<file path="src/rtl/motor602_gate_monitor.sv">
// Gate-drive monitor for the motor602 3-phase bridge.
// Decodes the six gate lines back into a six-step index, direction, running
// state and electrical period, and raises sticky protection faults.
module motor602_gate_monitor #(
    parameter bit LOW_INV  = 1'b1,
    parameter int DEAD_MIN = 4,
    parameter int PW       = 24,
    parameter int TO_CYC   = 1000000
) (
    input  logic          clkI,
    input  logic          nRstI,
    input  logic          aHPi,
    input  logic          aLNi,
    input  logic          bHPi,
    input  logic          bLNi,
    input  logic          cHPi,
    input  logic          cLNi,
    input  logic          clrFaultI,
    output logic [2:0]    stepO,
    output logic          stepValidO,
    output logic          dirO,
    output logic          runningO,
    output logic [PW-1:0] periodO,
    output logic          periodValidO,
    output logic          shootFaultO,
    output logic          deadFaultO,
    output logic          seqFaultO
);
    localparam int DW = $clog2(DEAD_MIN + 1);
    localparam int TW = $clog2(TO_CYC + 1);
    localparam logic [DW-1:0] DEAD_SAT = DW'(DEAD_MIN);
    localparam logic [TW-1:0] TO_MAX   = TW'(TO_CYC);
    localparam logic [PW-1:0] P_MAX    = '1;

    // bit 0 = phase A, bit 1 = phase B, bit 2 = phase C; 1 = FET conducting
    logic [2:0] h_q, l_q, l_pin;
    logic [5:0] hl;
    logic       one_h, one_l, is_step, is_hold, shoot;
    logic [2:0] dec, fwd, rev, step_n, run_q, run_n;
    logic       vld_n, dir_n, legal, seq_set, enter0;
    logic [TW-1:0] to_q, to_n;
    logic [PW-1:0] pcnt_q, pcnt_inc;
    logic [2:0][DW-1:0] off_q;
    logic [2:0] last_h, last_l;
    logic       dead_set;

    assign l_pin = {cLNi, bLNi, aLNi};

    // Register the gate pins once, normalising low-side polarity to "1 = on".
    always_ff @(posedge clkI) begin
        if (!nRstI) begin
            h_q <= '0;
            l_q <= '0;
        end else begin
            h_q <= {cHPi, bHPi, aHPi};
            l_q <= LOW_INV ? ~l_pin : l_pin;
        end
    end

    // Classify the registered switch pattern: legal step, hold or invalid.
    always_comb begin
        hl      = {h_q, l_q};
        one_h   = (h_q != 3'd0) && ((h_q & (h_q - 3'd1)) == 3'd0);
        one_l   = (l_q != 3'd0) && ((l_q & (l_q - 3'd1)) == 3'd0);
        shoot   = |(h_q & l_q);
        is_step = one_h && one_l && !shoot;
        // zero or one switch on: PWM chop or dead-time gap
        is_hold = (hl & (hl - 6'd1)) == 6'd0;
        case ({h_q, l_q})
            6'b001_010: dec = 3'd0;
            6'b001_100: dec = 3'd1;
            6'b010_100: dec = 3'd2;
            6'b010_001: dec = 3'd3;
            6'b100_001: dec = 3'd4;
            6'b100_010: dec = 3'd5;
            default:    dec = 3'd0;
        endcase
        fwd = (stepO == 3'd5) ? 3'd0 : stepO + 3'd1;
        rev = (stepO == 3'd0) ? 3'd5 : stepO - 3'd1;
    end

    // Sequence tracking: direction, run length, timeout and step-0 entry.
    always_comb begin
        step_n  = stepO;
        vld_n   = stepValidO;
        dir_n   = dirO;
        run_n   = run_q;
        legal   = 1'b0;
        seq_set = 1'b0;
        enter0  = 1'b0;
        if (!is_step && !is_hold) begin
            vld_n   = 1'b0;
            run_n   = 3'd0;
            seq_set = !shoot;
        end else if (is_step) begin
            step_n = dec;
            vld_n  = 1'b1;
            if (!stepValidO) begin
                // first decode after reset/invalid: nothing to compare against
                run_n  = 3'd0;
                enter0 = (dec == 3'd0);
            end else if (dec != stepO) begin
                enter0 = (dec == 3'd0);
                if (dec == fwd || dec == rev) begin
                    legal = 1'b1;
                    dir_n = (dec == fwd);
                    // a reversal starts a fresh run of one transition
                    if (dir_n == dirO)
                        run_n = (run_q == 3'd7) ? run_q : run_q + 3'd1;
                    else
                        run_n = 3'd1;
                end else begin
                    seq_set = 1'b1;
                    run_n   = 3'd0;
                end
            end
        end
        to_n = legal ? '0 : ((to_q == TO_MAX) ? to_q : to_q + TW'(1));
        if (!legal && to_n == TO_MAX)
            run_n = 3'd0;
        pcnt_inc = (pcnt_q == P_MAX) ? P_MAX : pcnt_q + PW'(1);
    end

    // Dead-time check: flag a turn-on that follows the opposite switch too soon.
    always_comb begin
        dead_set = 1'b0;
        for (int p = 0; p < 3; p++) begin
            if (off_q[p] < DEAD_SAT && ((h_q[p] && last_l[p]) || (l_q[p] && last_h[p])))
                dead_set = 1'b1;
        end
    end

    // Per-phase off-time counters and last-conducting-switch memory.
    always_ff @(posedge clkI) begin
        if (!nRstI) begin
            off_q  <= '0;
            last_h <= '0;
            last_l <= '0;
        end else begin
            for (int p = 0; p < 3; p++) begin
                if (h_q[p] || l_q[p])
                    off_q[p] <= '0;
                else if (off_q[p] != DEAD_SAT)
                    off_q[p] <= off_q[p] + DW'(1);
                if (h_q[p] && !l_q[p]) begin
                    last_h[p] <= 1'b1;
                    last_l[p] <= 1'b0;
                end else if (l_q[p] && !h_q[p]) begin
                    last_h[p] <= 1'b0;
                    last_l[p] <= 1'b1;
                end
            end
        end
    end

    // Status registers, period measurement and sticky faults.
    always_ff @(posedge clkI) begin
        if (!nRstI) begin
            stepO        <= '0;
            stepValidO   <= 1'b0;
            dirO         <= 1'b0;
            runningO     <= 1'b0;
            run_q        <= '0;
            to_q         <= '0;
            pcnt_q       <= '0;
            periodO      <= '0;
            periodValidO <= 1'b0;
            shootFaultO  <= 1'b0;
            deadFaultO   <= 1'b0;
            seqFaultO    <= 1'b0;
        end else begin
            stepO        <= step_n;
            stepValidO   <= vld_n;
            dirO         <= dir_n;
            run_q        <= run_n;
            runningO     <= (run_n >= 3'd2);
            to_q         <= to_n;
            pcnt_q       <= enter0 ? '0 : pcnt_inc;
            // six uninterrupted same-direction steps make a full revolution
            periodValidO <= enter0 && (run_n >= 3'd6);
            if (enter0 && run_n >= 3'd6)
                periodO <= pcnt_inc;
            // a new fault in the clear cycle wins
            shootFaultO  <= shoot    | (shootFaultO & ~clrFaultI);
            deadFaultO   <= dead_set | (deadFaultO  & ~clrFaultI);
            seqFaultO    <= seq_set  | (seqFaultO   & ~clrFaultI);
        end
    end

endmodule

</file>
<file path="config.mk">
export PLATFORM = sky130hd
export DESIGN_NAME = motor602_gate_monitor
export DESIGN_NICKNAME = d
export VERILOG_FILES = /design/src/rtl/motor602_gate_monitor.sv
export SDC_FILE = /design/constraint.sdc
export NUM_CORES = 1
export LEC_CHECK = 0
export CORE_ASPECT_RATIO = 1.75
export CORE_MARGIN = 2
export CORE_UTILIZATION = 35
export DETAILED_ROUTE_END_ITERATION = 16
export PLACE_DENSITY = 0.62
export SLEW_MARGIN = 20
export SYNTH_ARGS = -nofsm -noshare
export SYNTH_HDL_FRONTEND = slang
export SYNTH_SLANG_ARGS = --single-unit
</file>
<file path="constraint.sdc">
create_clock -name clkI -period 4 [get_ports clkI]
set_input_delay 1.2 -clock clkI [delete_from_list [all_inputs] [get_ports clkI]]
set_output_delay 1.2 -clock clkI [all_outputs]
set_load 0.05 [all_outputs]
</file>
---- After elaboration in Yosys (flattened, before gate mapping) ----
Index checks and enable logic that the tools add are counted.
W data, S select, Z words.
cells by class
  add/subtract/negate cells ............... 11
  multipliers ............................. 0
  divide/modulo/power cells ............... 0
  $lt $le $gt $ge ......................... 5
  eq/ne operators ......................... 17
  shifts and indexed selects .............. 0
  multiplexer cells ....................... 37
  bitwise operators ....................... 14
  reductions and logical operators ........ 60
operator list
  kind                     number
  $eq A20 B20 Y1 const B   2
  $mux W20                 2
  $mux W3                  10
  $add A24 B1 Y24 const B  1
  $eq A24 B24 Y1 const B   1
  $mux W24                 1
  $mux W1                  23
  $logic_and A1 B1 Y1      22
  $add A20 B1 Y20 const B  1
  $reduce_or A2 Y1         8
  $add A3 B1 Y3 const B    5
  $pmux W3 S5              1
  $eq A6 B5 Y1 const B     2
  $eq A6 B6 Y1 const B     2
  $logic_not A3 Y1         4
  $logic_not A1 Y1         10
  $and A3 B3 Y3            3
  $lt A3 B3 Y1 const B     3
  $ne A3 B3 Y1 const B     3
  $sub A3 B1 Y3 const B    3
  $logic_or A1 B1 Y1       7
  $and A6 B6 Y6            1
  $eq A3 B3 Y1             2
  $eq A3 B3 Y1 const B     2
  16 further kinds         25
storage, ports and cells
  flip-flop bits (word level) ............. 102
  bits in latches ......................... 0
  memory bits (writable) .................. 0
  memory bits (read-only) ................. 0
  input bits .............................. 9
  output and inout bits ................... 34
  memories kept ........................... 0

---- Longest topological paths before layout ----
  depth in word-level cells ............... 15
  depth in mapped cells ................... 12
  mapped depth without buffers ............ 10

---- Worst setup path after synthesis ----
No wires, ideal clock.
  path type ............................... register to register
  start point ............................. register h_q[1]
  end point ............................... register periodO[10]
  library setup time ...................... 0.128 ns
  data arrival time ....................... 2.793 ns
  required time ........................... 3.872 ns
  path slack .............................. 1.080 ns
  stages on the path, launching flop included .. 12
  clock period less this slack ............ 2.920 ns
  cells stage by stage .................... dfxtp_1 buf_6 or4b_4 or3_1 a221oi_2 a41oi_2 a2111oi_2 and4_1 buf_6 buf_6 mux2i_1 nor2_1
on the way
  longest elaborated chain between the ends .. 15
  elaborated cells on any way between the ends .. 50
  those cells by class .................... 2 x add/sub; 1 x order compare; 10 x eq/ne; 18 x mux; 3 x bitwise; 16 x reduce/logical
RTL lines
  element                                                           RTL line  text
  from (decl)                                                       36        logic [2:0] h_q, l_q, l_pin;
  from (signal assigned)                                            55        h_q <= {cHPi, bHPi, aHPi};
  $eq A6 B6 Y1 (tied with other cells)                              69        case ({h_q, l_q})
  $pmux W3 S5 / $and A3 B3 Y3 (equally long branches)               69, 63
  $eq A3 B3 Y1 (tied with other cells)                              104, 106
  $logic_or A1 B1 Y1 / $logic_and A1 B1 Y1 (equally long branches)  104, 63
  $mux W1 / $logic_and A1 B1 Y1 (equally long branches)             104, 66
  $mux W1 / $logic_and A1 B1 Y1 (equally long branches)             102, 66
  $mux W1 / $logic_not A1 Y1 (equally long branches)                98, 91
  $mux W1 / $logic_and A1 B1 Y1 (equally long branches)             95, 91
  $mux W1                                                           91        if (!is_step && !is_hold) begin
  $mux W20                                                          118       to_n = legal ? '0 : ((to_q == TO_MAX) ? to_q : to_q + TW'(1));
  $eq A20 B20 Y1                                                    119       if (!legal && to_n == TO_MAX)
  $logic_and A1 B1 Y1                                               119
  $mux W3                                                           119
  $ge A3 B3 Y1                                                      181       if (enter0 && run_n >= 3'd6)
  $logic_and A1 B1 Y1 *                                             181
  to (signal assigned)                                              182       periodO <= pcnt_inc;
  to (decl)                                                         23        output logic [PW-1:0] periodO,
Mark *: on every way between the ends. The rest lies on a longest branch, timed or not.
A chain may end at the register's enable or synchronous reset.

---- Worst setup path in the final report ----
  start point ............................. register h_q[2]
  end point ............................... register periodO[20]
Same word-level chain as after synthesis.

==> results.sh <==
export IMPL_worst_r2r_cell_count=8
export IMPL_synth_ff_type="dfxtp_1"
export IMPL_rsz0062_at_grt="false"
export IMPL_die_x_um=97.2
export IMPL_yosysWarnings=0
export IMPL_routedWlPerCell_um=14.8
export IMPL_post_cts_setup_buffers=0
export IMPL_cts_tree="done"
export IMPL_cp_max_fo=14
export IMPL_clkLatencyLatePin_ns=0.36
export IMPL_final_hold_viol_count=0
export IMPL_drv_slew=0
export IMPL_die_h_um=167
export IMPL_post_route_period_util=0.831
export IMPL_grt_max_degree=42
export IMPL_clock_sinks=102
export IMPL_grt_total_usage=0.159
export IMPL_yosysUniqueCellTypes=60
export IMPL_hp_class="flip-flop to flip-flop"
export IMPL_clk_pin_slew_worst_paths_ns=0.08
export IMPL_dp_slack_ns=0.714
export IMPL_cellLeakagePower_nw=2.27
export IMPL_start_util=0.358
export IMPL_core_region_area_um2=14800
export IMPL_antenna_cells=0
export IMPL_dp_hpwl_um=9500
export IMPL_p_per_area_nw_per_um2=352
export IMPL_netlist_instances=635
export IMPL_status="finished, final reports clean"
export IMPL_setup_viol=0
export IMPL_tns_ns=0
export IMPL_antenna_found_initial=0
export IMPL_cts_resized=0
export IMPL_reg2reg_slack_ns=0.68
export IMPL_synth_fp_nets=666
export IMPL_drv_cap=0
export IMPL_post_dp_cell_area_um2=5860
export IMPL_die_area_um2=16200
export IMPL_syn_area_um2=5320
export IMPL_vias_per_cell=5.31
export IMPL_final_layout_size_suffix_gt1_frac=0.0536
export IMPL_placementRows=59
export IMPL_fin_area_um2=6170
export IMPL_fmax_mhz=301
export IMPL_grt_pass1_wl_um=21500
export IMPL_ys_ff_latch=102
export IMPL_drt_iter0_drc=221
export IMPL_worst_endpoint_arrival_ns=3.60
export IMPL_crit_start="h_q[2]"
export IMPL_relSlewSlack=0.516
export IMPL_peakVddDrop_mv=0.252
export IMPL_r2r_start="h_q[2]"
export IMPL_r2r_end="periodO[20]"
export IMPL_synthArstFlopShare=0
export IMPL_critPathLaunchType="flip-flop"
export IMPL_nets=698
export IMPL_area_growth_pct=16.2
export IMPL_dr_pass1_iters=5
export IMPL_drcViolationCount=0
export IMPL_fin_ws_ns=0.675
export IMPL_cts_buffer_depth=2
export IMPL_yosysSeqAreaShare=0.384
export IMPL_critical_path_class="flip-flop to flip-flop"
export IMPL_io_pins=43
export IMPL_ant_nets=0
export IMPL_gp_congestion=0.892
export IMPL_required_ns=4.27
export IMPL_cts_max_level=3
export IMPL_vias=4542
export IMPL_ctsRootBufferMaster="clkbuf_16"
export IMPL_cts_buffers=9
export IMPL_endpoint_kind="flip-flop"
export IMPL_grt_pass1_vias=4695
export IMPL_nFillCells=1470
export IMPL_io_buffer_count=42
export IMPL_finalCriticalPeriod_ns=3.32
export IMPL_synth_avg_cell_area_um2=8.37
export IMPL_tightest_slew_ns=0.717
export IMPL_skew_ns=0.0137
export IMPL_cts_hold_buffers=0
export IMPL_wl_um=12600
export IMPL_endpoint="periodO[20]"
export IMPL_overflow=0
export IMPL_synth_enable_flop_cells=0
critical path, stage by stage, from the launching register on:
cell,delay (ns)
dfxtp_1,0.60
or4b_4,0.54
or3_1,0.38
a221oi_2,0.27
a41oi_2,0.11
a211o_1,0.44
nor4bb_1,0.53
o21ai_0,0.19
a221oi_2,0.18
area by class of cell:
| type | count | area, µm² | share of cell area |
|---|---|---|---|
| clock buffers | 9 | 225 | 0.0365 |
| repair buffers | 49 | 473 | 0.0766 |
| flip-flops and latches | 102 | 2040 | 0.331 |
| well taps | 183 | 229 | 0.0371 |
| multi-input cells | 476 | 3010 | 0.487 |
| clock inverters | 7 | 88.8 | 0.0144 |
| inverters | 29 | 109 | 0.0176 |
registers in the layout, indices dropped and copies added (netlist names):
signal        count
pcnt_q           24
periodO          24
to_q             20
off_q             9
h_q               3
l_q               3
last_h            3
last_l            3
run_q             3
stepO             3
deadFaultO        1
dirO              1
periodValidO      1
runningO          1
seqFaultO         1
shootFaultO       1
stepValidO        1
synthesized netlist by cell type (4+ instances only):
library cell  instances  area [µm²]
and2_1               11        68.8
and3_1               16         100
o21a_1                4        30.0
nand3_1              27         135
inv_1                29         109
nor2_1               83         312
xnor2_1              28         245
nand2b_1              8        50.1
a211oi_1              5        37.5
buf_6                 4        45.0
o21ai_0              14        70.1
a21oi_1              41         205
nand2_1              65         244
mux2i_1              28         280
clkbuf_1             19        71.3
o31ai_1               4        30.0
nor2b_1               9        56.3
a22oi_1               4        30.0
or3_1                 4        25.0
nand4_1              13        81.3
dfxtp_1             102        2040
ha_1                 22         275
nor3_1               19        95.1
buf_2                 4        20.0
xor2_1               18         158
how the worst min path moves through the flow:
| stage | start | slack [ns] | depth (start not counted) | end |
|---|---|---|---|---|
| 6_report | pcnt_q[0] | 0.50 | 1 | pcnt_q[0] |
| 5_1_grt | last_l[0] | 0.53 | 2 | last_l[0] |
| 4_1_cts | off_q[1] | 0.50 | 2 | off_q[1] |
| 3_5_place_dp | pcnt_q[0] | 0.48 | 1 | pcnt_q[0] |
| 3_3_place_gp | pcnt_q[0] | 0.46 | 1 | pcnt_q[0] |
| 2_1_floorplan | pcnt_q[0] | 0.45 | 1 | pcnt_q[0] |
metal layers:
metal,global-route usage,up-vias,routed length (µm)
li1,-,2265,-
met1,0.164,2132,4900
met2,0.304,115,6860
met3,0.0319,30,478
met4,0.0723,0,406
met5,0,-,0
report_power, final:
part | switching [mW] | total [mW] | internal [mW]
clock network | 0.424 | 0.925 | 0.501
registers | 0.0305 | 1.07 | 1.04
logic | 0.110 | 0.183 | 0.0729
total | 0.565 | 2.17 | 1.61
metrics by stage:
step | hold WS, ns | utilization | total power [mW] | cells
floorplan | 0.446 | - | 1.21 | 635
global placement | 0.461 | 0.395 | 1.27 | 839
detailed placement | 0.483 | 0.395 | 1.27 | 839
CTS | 0.498 | 0.416 | 2.20 | 855
global route | 0.526 | 0.416 | 2.27 | 855
finish | 0.496 | 0.416 | 2.17 | 855
logic make-up after synthesis:
| kind of cell | Yosys count | synth area share |
|---|---|---|
| compound gates | 102 | 0.128 |
| xor+xnor | 46 | 0.0758 |
| fa+ha+maj | 22 | 0.0518 |
| buf+inv | 57 | 0.0499 |
| flops | 102 | 0.384 |
| mux | 28 | 0.0527 |
| simple gates | 278 | 0.258 |
cells in the final DEF, fill, tap and decap left out, types with 4 or more instances in the layout:
master	synthesis	layout
a211oi_1	5	5
a21oi_1	41	41
a22oi_1	4	4
and2_1	11	11
and3_1	16	16
buf_4	0	7
clkbuf_16	0	9
clkdlybuf4s50_1	0	42
dfxtp_1	102	102
ha_1	22	22
inv_1	29	29
mux2i_1	28	28
nand2_1	65	65
nand2b_1	8	8
nand3_1	27	27
nand4_1	13	13
nor2_1	83	83
nor2b_1	9	9
nor3_1	19	19
o21a_1	4	4
o21ai_0	14	14
o31ai_1	4	4
or3_1	4	4
xnor2_1	28	28
xor2_1	18	18
(Power assumes the default switching activity.)
